==> src/rtl/mac_stop_ctrl.sv <==
// Sequencer for C = A x B over three single-port SRAM slices.
// Walks C row-major, K paired A/B reads per element, then one C write.
module mac_stop_ctrl #(
    parameter int M                        = 3,
    parameter int K                        = 5,
    parameter int N                        = 5,
    parameter int DATA_WIDTH_INIT_MATRIX   = 32,
    parameter int DATA_WIDTH_RESULT_MATRIX = 2 * DATA_WIDTH_INIT_MATRIX + $clog2(K)
) (
    input  logic                                clk,
    input  logic                                resetn,
    input  logic                                start,
    input  logic                                abort,
    output logic                                busy,
    output logic                                done,
    output logic [$clog2(M)-1:0]                row_addr_a,
    output logic [$clog2(K)-1:0]                col_addr_a,
    output logic [$clog2(K)-1:0]                row_addr_b,
    output logic [$clog2(N)-1:0]                col_addr_b,
    output logic [$clog2(M)-1:0]                row_addr_c,
    output logic [$clog2(N)-1:0]                col_addr_c,
    output logic                                matrix_a_re,
    output logic                                matrix_b_re,
    output logic                                matrix_c_we,
    output logic [DATA_WIDTH_RESULT_MATRIX-1:0] data_in_c,
    input  logic [DATA_WIDTH_INIT_MATRIX-1:0]   data_out_a,
    input  logic [DATA_WIDTH_INIT_MATRIX-1:0]   data_out_b
);

    localparam int W  = DATA_WIDTH_INIT_MATRIX;
    localparam int R  = DATA_WIDTH_RESULT_MATRIX;
    localparam int MW = $clog2(M);
    localparam int KW = $clog2(K);
    localparam int NW = $clog2(N);

    typedef enum logic [1:0] {IDLE, FETCH, WRITE, DONE} state_t;

    state_t          state, state_n;
    logic [MW-1:0]   i, i_n;
    logic [KW-1:0]   k, k_n;
    logic [NW-1:0]   j, j_n;
    logic [R-1:0]    acc;
    logic [2*W-1:0]  prod;
    logic [R-1:0]    sum;
    logic            last_i, last_j, last_k;

    // prod is the operand pair read in the previous cycle
    assign prod   = data_out_a * data_out_b;
    assign sum    = acc + R'(prod);
    assign last_i = (i == MW'(M - 1));
    assign last_j = (j == NW'(N - 1));
    assign last_k = (k == KW'(K - 1));

    always_ff @(posedge clk or negedge resetn) begin
        if (!resetn) begin
            state <= IDLE;
            i     <= '0;
            j     <= '0;
            k     <= '0;
        end else begin
            state <= state_n;
            i     <= i_n;
            j     <= j_n;
            k     <= k_n;
        end
    end

    // k==1 means the returning product is the first of a new element
    always_ff @(posedge clk or negedge resetn) begin
        if (!resetn)
            acc <= '0;
        else if (state == FETCH && k != '0)
            acc <= (k == KW'(1)) ? R'(prod) : sum;
    end

    always_comb begin
        state_n     = state;
        i_n         = i;
        j_n         = j;
        k_n         = k;
        busy        = 1'b0;
        done        = 1'b0;
        row_addr_a  = '0;
        col_addr_a  = '0;
        row_addr_b  = '0;
        col_addr_b  = '0;
        row_addr_c  = '0;
        col_addr_c  = '0;
        matrix_a_re = 1'b0;
        matrix_b_re = 1'b0;
        matrix_c_we = 1'b0;
        data_in_c   = '0;

        case (state)
            IDLE: begin
                if (start && !abort) begin
                    state_n = FETCH;
                    i_n     = '0;
                    j_n     = '0;
                    k_n     = '0;
                end
            end
            FETCH: begin
                busy        = 1'b1;
                matrix_a_re = 1'b1;
                matrix_b_re = 1'b1;
                row_addr_a  = i;
                col_addr_a  = k;
                row_addr_b  = k;
                col_addr_b  = j;
                if (last_k)
                    state_n = WRITE;
                else
                    k_n = k + 1'b1;
            end
            WRITE: begin
                busy        = 1'b1;
                matrix_c_we = !abort;
                row_addr_c  = i;
                col_addr_c  = j;
                data_in_c   = sum;
                k_n         = '0;
                state_n     = FETCH;
                if (last_j) begin
                    j_n = '0;
                    if (last_i) begin
                        i_n     = '0;
                        state_n = DONE;
                    end else begin
                        i_n = i + 1'b1;
                    end
                end else begin
                    j_n = j + 1'b1;
                end
            end
            DONE: begin
                busy    = 1'b1;
                done    = !abort;
                state_n = IDLE;
            end
            default: state_n = IDLE;
        endcase

        // abort overrides every transition out of a busy state
        if (abort && state != IDLE) begin
            state_n = IDLE;
            i_n     = '0;
            j_n     = '0;
            k_n     = '0;
        end
    end

endmodule

==> config.mk <==
export PLATFORM = sky130hd
export DESIGN_NAME = mac_stop_ctrl
export DESIGN_NICKNAME = d
export VERILOG_FILES = /design/src/rtl/mac_stop_ctrl.sv
export SDC_FILE = /design/constraint.sdc
export NUM_CORES = 2
export LEC_CHECK = 0
export CORE_ASPECT_RATIO = 0.6
export CORE_MARGIN = 2
export CORE_UTILIZATION = 45
export DETAILED_ROUTE_END_ITERATION = 10
export PLACE_DENSITY = 0.62
export SYNTH_ARGS = -nofsm -noshare
export SYNTH_HDL_FRONTEND = slang
export SYNTH_SLANG_ARGS = --single-unit
==> constraint.sdc <==
create_clock -name clk -period 34.8 [get_ports clk]
set_clock_uncertainty 0.15 [all_clocks]
set_input_delay 5.22 -clock clk [delete_from_list [all_inputs] [get_ports clk]]
set_output_delay 5.22 -clock clk [all_outputs]
set_load 0.005 [all_outputs]
# [Word level (Yosys, flattened, before mapping)]
# Index checks and enable logic that the tools add are counted.
[word_totals] inputBits=68 output_inout_bits=88 regBits=77
[classes] n_reduce_logical=14 mux=29 n_eq_ne=11 multipliers=1 n_addsub=4
[ops] cell="67-bit two-way mux" n=2
[ops] cell="67-bit by 64-bit adder with 67-bit output" n=1
[ops] cell="32-bit by 32-bit multiplier with 64-bit output" n=1
[ops] cell="3-bit two-way mux" n=8
[ops] cell="2-bit two-way mux" n=11
[ops] cell="3-bit case mux with 3 select lines" n=1
[ops] cell="2-bit case mux with 4 select lines" n=1
[ops] cell="3-bit by 1-bit adder with 3-bit output, second input constant" n=2
[ops] cell="2-bit equality test, second input constant" n=3
[ops] cell="3-bit equality test, second input constant" n=2
[ops] cell="3-bit by 2-bit != test with 1-bit output, second input constant" n=2
[ops] cell="3-bit != test, second input constant" n=2
[ops] cell="3-bit case mux with 2 select lines" n=1
[ops] cell="3-bit AND reduction" n=2
[ops] cell="3-bit nonzero test" n=2
[ops] cell="1-bit two-way mux" n=4
[ops] cell="2-bit case mux with 2 select lines" n=1
[ops] cell="2-bit AND reduction" n=2
[ops] cell="4-bit nonzero test" n=1
[ops] cell="3-bit by 1-bit equality test with 1-bit output, second input constant" n=1
[ops] cell="1-bit logical AND" n=3
[ops] cell="3-bit OR reduction" n=1
[ops] cell="2-bit by 1-bit adder with 2-bit output, second input constant" n=1
[ops] cell="2-bit by 1-bit equality test with 1-bit output, second input constant" n=1
[ops] cell="3 further kinds" n=3

# [Logic depth before layout (Yosys ltp)]
[depth] word_depth=5 mapped_depth=40 depth_no_buf=37

# [Worst setup path after synthesis]
# OpenSTA, ideal clock, no wires.
[synth_path] path_type="input-to-output" from="input port data_out_b[2]" to="output port data_in_c[62]" t_arrival_ns=13.825 t_required_ns=29.430 stages=35 n_path_buf=3 slack_ns=15.605 path_cell_list="clkbuf_1 -> and2_1 -> fa_1 -> inv_1 -> fa_1 -> fa_1 -> fa_1 -> inv_1 -> fa_1 -> fa_1 -> fa_1 -> fa_1 -> ha_1 -> clkbuf_1 -> nand4_1 -> nor2_1 -> o2bb2ai_1 -> a311oi_4 -> o41ai_4 -> a31oi_4 -> o31a_1 -> o21ai_1 -> xor2_1 -> ha_1 -> buf_2 -> and4_1 -> nand3_1 -> or3_1 -> o32ai_1 -> or3_1 -> o31ai_1 -> o211ai_1 -> a221o_1 -> xnor2_1 -> nor2_1"
[synth_between] elab_chain_cells=3
[synth_rtl] item="start: declaration" line="27" source="input logic [DATA_WIDTH_INIT_MATRIX-1:0] data_out_b"
[synth_rtl] item="32-bit by 32-bit multiplier with 64-bit output" line="48" source="assign prod = data_out_a * data_out_b;"
[synth_rtl] item="67-bit by 64-bit adder with 67-bit output" line="49" source="assign sum = acc + R'(prod);"
[synth_rtl] item="67-bit two-way mux" line="94" source="case (state)"
[synth_rtl] item="end: declaration" line="25" source="output logic [DATA_WIDTH_RESULT_MATRIX-1:0] data_in_c,"
# No other way between the ends.

# [Final worst setup path]
[layout_path] from="input port data_out_b[3]" to="output port data_in_c[62]"
# Same word-level chain as after synthesis.

==> flow_summary.ini <==
[run_status]
outcome = completed

[sta]
slew-limit-headroom_pct = 10.9
grt_setup_unrepaired = no
fmax_mhz = 45.1
whs_ns = 0.360
fin_setup_tns_ns = 0
setup_viol = 0
worstMarginPinSlew_ns = 1.33
hold_viol_final = 0
period_minus_slack_ns = 22.17
finalWorstSetupSlack_ns = 12.63
finalMaxSlewViolations = 0
period_share_pct = 63.7

[layout]
layout_common_cells = inv_1, fa_1, nand2_1
synthToLayoutAreaGrowth_pct = 6.62
multiInputGateArea_um2 = 34700
final_common_cell = inv_1
num-nets-final = 6009
antenna_cells = 0
drive_above_1_share_pct = 2.78
fillCellCount = 8864
final-seq-area_um2 = 1930

[clock_network]
cts_resized = 0
htree_levels = 3
cts_tree = done
holdBufCountCts = 0
cts_root_buffer = clkbuf_16
clkTransAtPathRegs_ns = 0.06
numCtsBuffers = 9
clockBufferDepth = 2
clock_sinks = 77
post_cts_buffers = 0
clk_latency_ns = 0.38

[routing]
first_iter_violations = 3021
drtAntennaViolNets = 0
drc = 0
wl_um = 121000
via_per_inst = 5.46
drt-wirelength-per-cell_um = 20.4
dr.pass1.iters = 5
dr_total_vias = 32370

[yosys]
synth_top_cells_by_area = fa_1, ha_1, inv_1
netlist_area_um2 = 41200
synth_ff_type = dfrtp_1
synth_top_area_share_pct = 43.6
syn_inst = 4760
yosysWarnings = 0
synth_cell_types = 86
syn_avg_cell_area_um2 = 8.65
synth_area_leader_cell = fa_1
ys_async_sr_fraction_pct = 100
yosysSeqAreaShare_pct = 4.68
synth_seq_cells = 77
synth_fp_nets = 6059
synth_edf_count = 0

[worst_setup_path]
endpoint_kind = output port
reg2reg_depth = 13
reg2reg_slack_ns = 30.63
crit_start = data_out_b[3]
cp_common_cell = fa_1
slowest_stage = clkdlybuf4s50_1
critPathMaxFanout = 32
critPathTopFamily = adder cells
path_depth = 34
cp-start-kind = input port
r2r-start = acc[0]
crit_type = input port to output port
required_ns = 29.43
cp.arrival_ns = 16.80
reg2reg_to = acc[48]
critPathMaxStageDelay_ns = 1.11
path_buf_inv = 6
endpoint = data_in_c[62]

[global_route]
grt_pass1_vias = 33203
antenna_found_initial = 6
grt_overflow = 0
grt_first_pass_wirelength_um = 195000
grt_max_degree = 66
track_usage_pct = 26.5

[hold_path]
hold_path.class = flop to flop

[floorplan]
num_rows = 85
core-area_um2 = 90200
die_h_um = 238
die_w_um = 394
initial_core_util_pct = 45.6
pin_count = 156
dieArea_um2 = 94000

[placement]
io_buffer_count = 155
hpwl_um = 97300
routabilityCongestion = 0.951
dp_slack_ns = 12.87

[job]
maxCapViolCount = 0
[flip-flops by register name, summed over array words and instances (netlist names)]
register / flops
acc: 67
i: 2
j: 3
k: 3
state: 2
[synth_stat cells (7+ instances only)]
cell and number:
xor2_1 47, and4_1 7, nand2_1 683, ha_1 334
nand3_1 31, xnor2_1 77, nor2_1 176, dfrtp_1 77
and3_1 24, a211oi_1 15, o21ai_0 126, a221o_1 29
clkbuf_1 264, o22ai_1 8, a22oi_1 40, o21ai_1 10
nor2b_1 7, inv_1 928, o211ai_1 15, nand4_1 33
o21a_1 12, or3_1 8, fa_1 897, nor3_1 21
buf_2 7, nand2b_1 16, o21bai_1 22, a31oi_1 19
a21o_1 59, a21oi_1 147, o31ai_1 12, and2_1 497
[kinds of logic after synthesis]
logic type                 after synthesis  synth area share (%)
and+or+nand+nor                       1527                  17.9
adders and majority gates             1231                  53.8
xor gates and xnor gates               124                  2.64
DFF                                     77                  4.68
AOI/OAI and AO/OA                      587                  9.73
muxes                                    5                 0.122
buffers and inverters                 1209                  11.1
[per-stage QoR]
| stage | cells | util (%) | instance area [um^2] |
|---|---|---|---|
| floorplan | 4760 | - | 41200 |
| global placement | 5917 | 48.4 | 43600 |
| detailed placement | 5917 | 48.4 | 43600 |
| CTS | 5933 | 48.7 | 43900 |
| global route | 5933 | 48.7 | 43900 |
| finish | 5933 | 48.7 | 43900 |
[worst min-delay path by stage]
stage / slack [ns] / endpoint / startpoint / cells past startpoint
after global placement: 0.33 / acc[35] / acc[35] / 2
final: 0.36 / acc[49] / acc[49] / 2
after global routing: 0.39 / acc[49] / acc[49] / 2
after floorplan: 0.31 / acc[35] / acc[35] / 2
after CTS: 0.36 / acc[49] / acc[49] / 2
after detailed placement: 0.34 / acc[49] / acc[49] / 2
[cell type report]
cell class	instances	area share (%)
sequential	77	4.39
multi-input combinational	3474	79.0
inverter	928	7.94
tap	1218	3.47
clock inverter	7	0.114
timing repair buffer	220	4.54
clock buffer	9	0.513
[routing by layer]
| metal | wire, um | global-route usage, % | up-vias |
|---|---|---|---|
| li1 | - | - | 14422 |
| met1 | 58500 | 42.0 | 16532 |
| met2 | 49000 | 37.1 | 1315 |
| met3 | 12000 | 6.11 | 99 |
| met4 | 1650 | 3.78 | 2 |
| met5 | 12 | 0 | - |
[tightest hold or removal path, cell delays in order (launching register included)]
cell,delay [ns]
dfrtp_1,0.35
nand2_1,0.05
o221ai_1,0.06
Power is left out: the tool's default activity adds up to more than one toggle a clock period on the data nets, which glitch-free logic cannot reach.
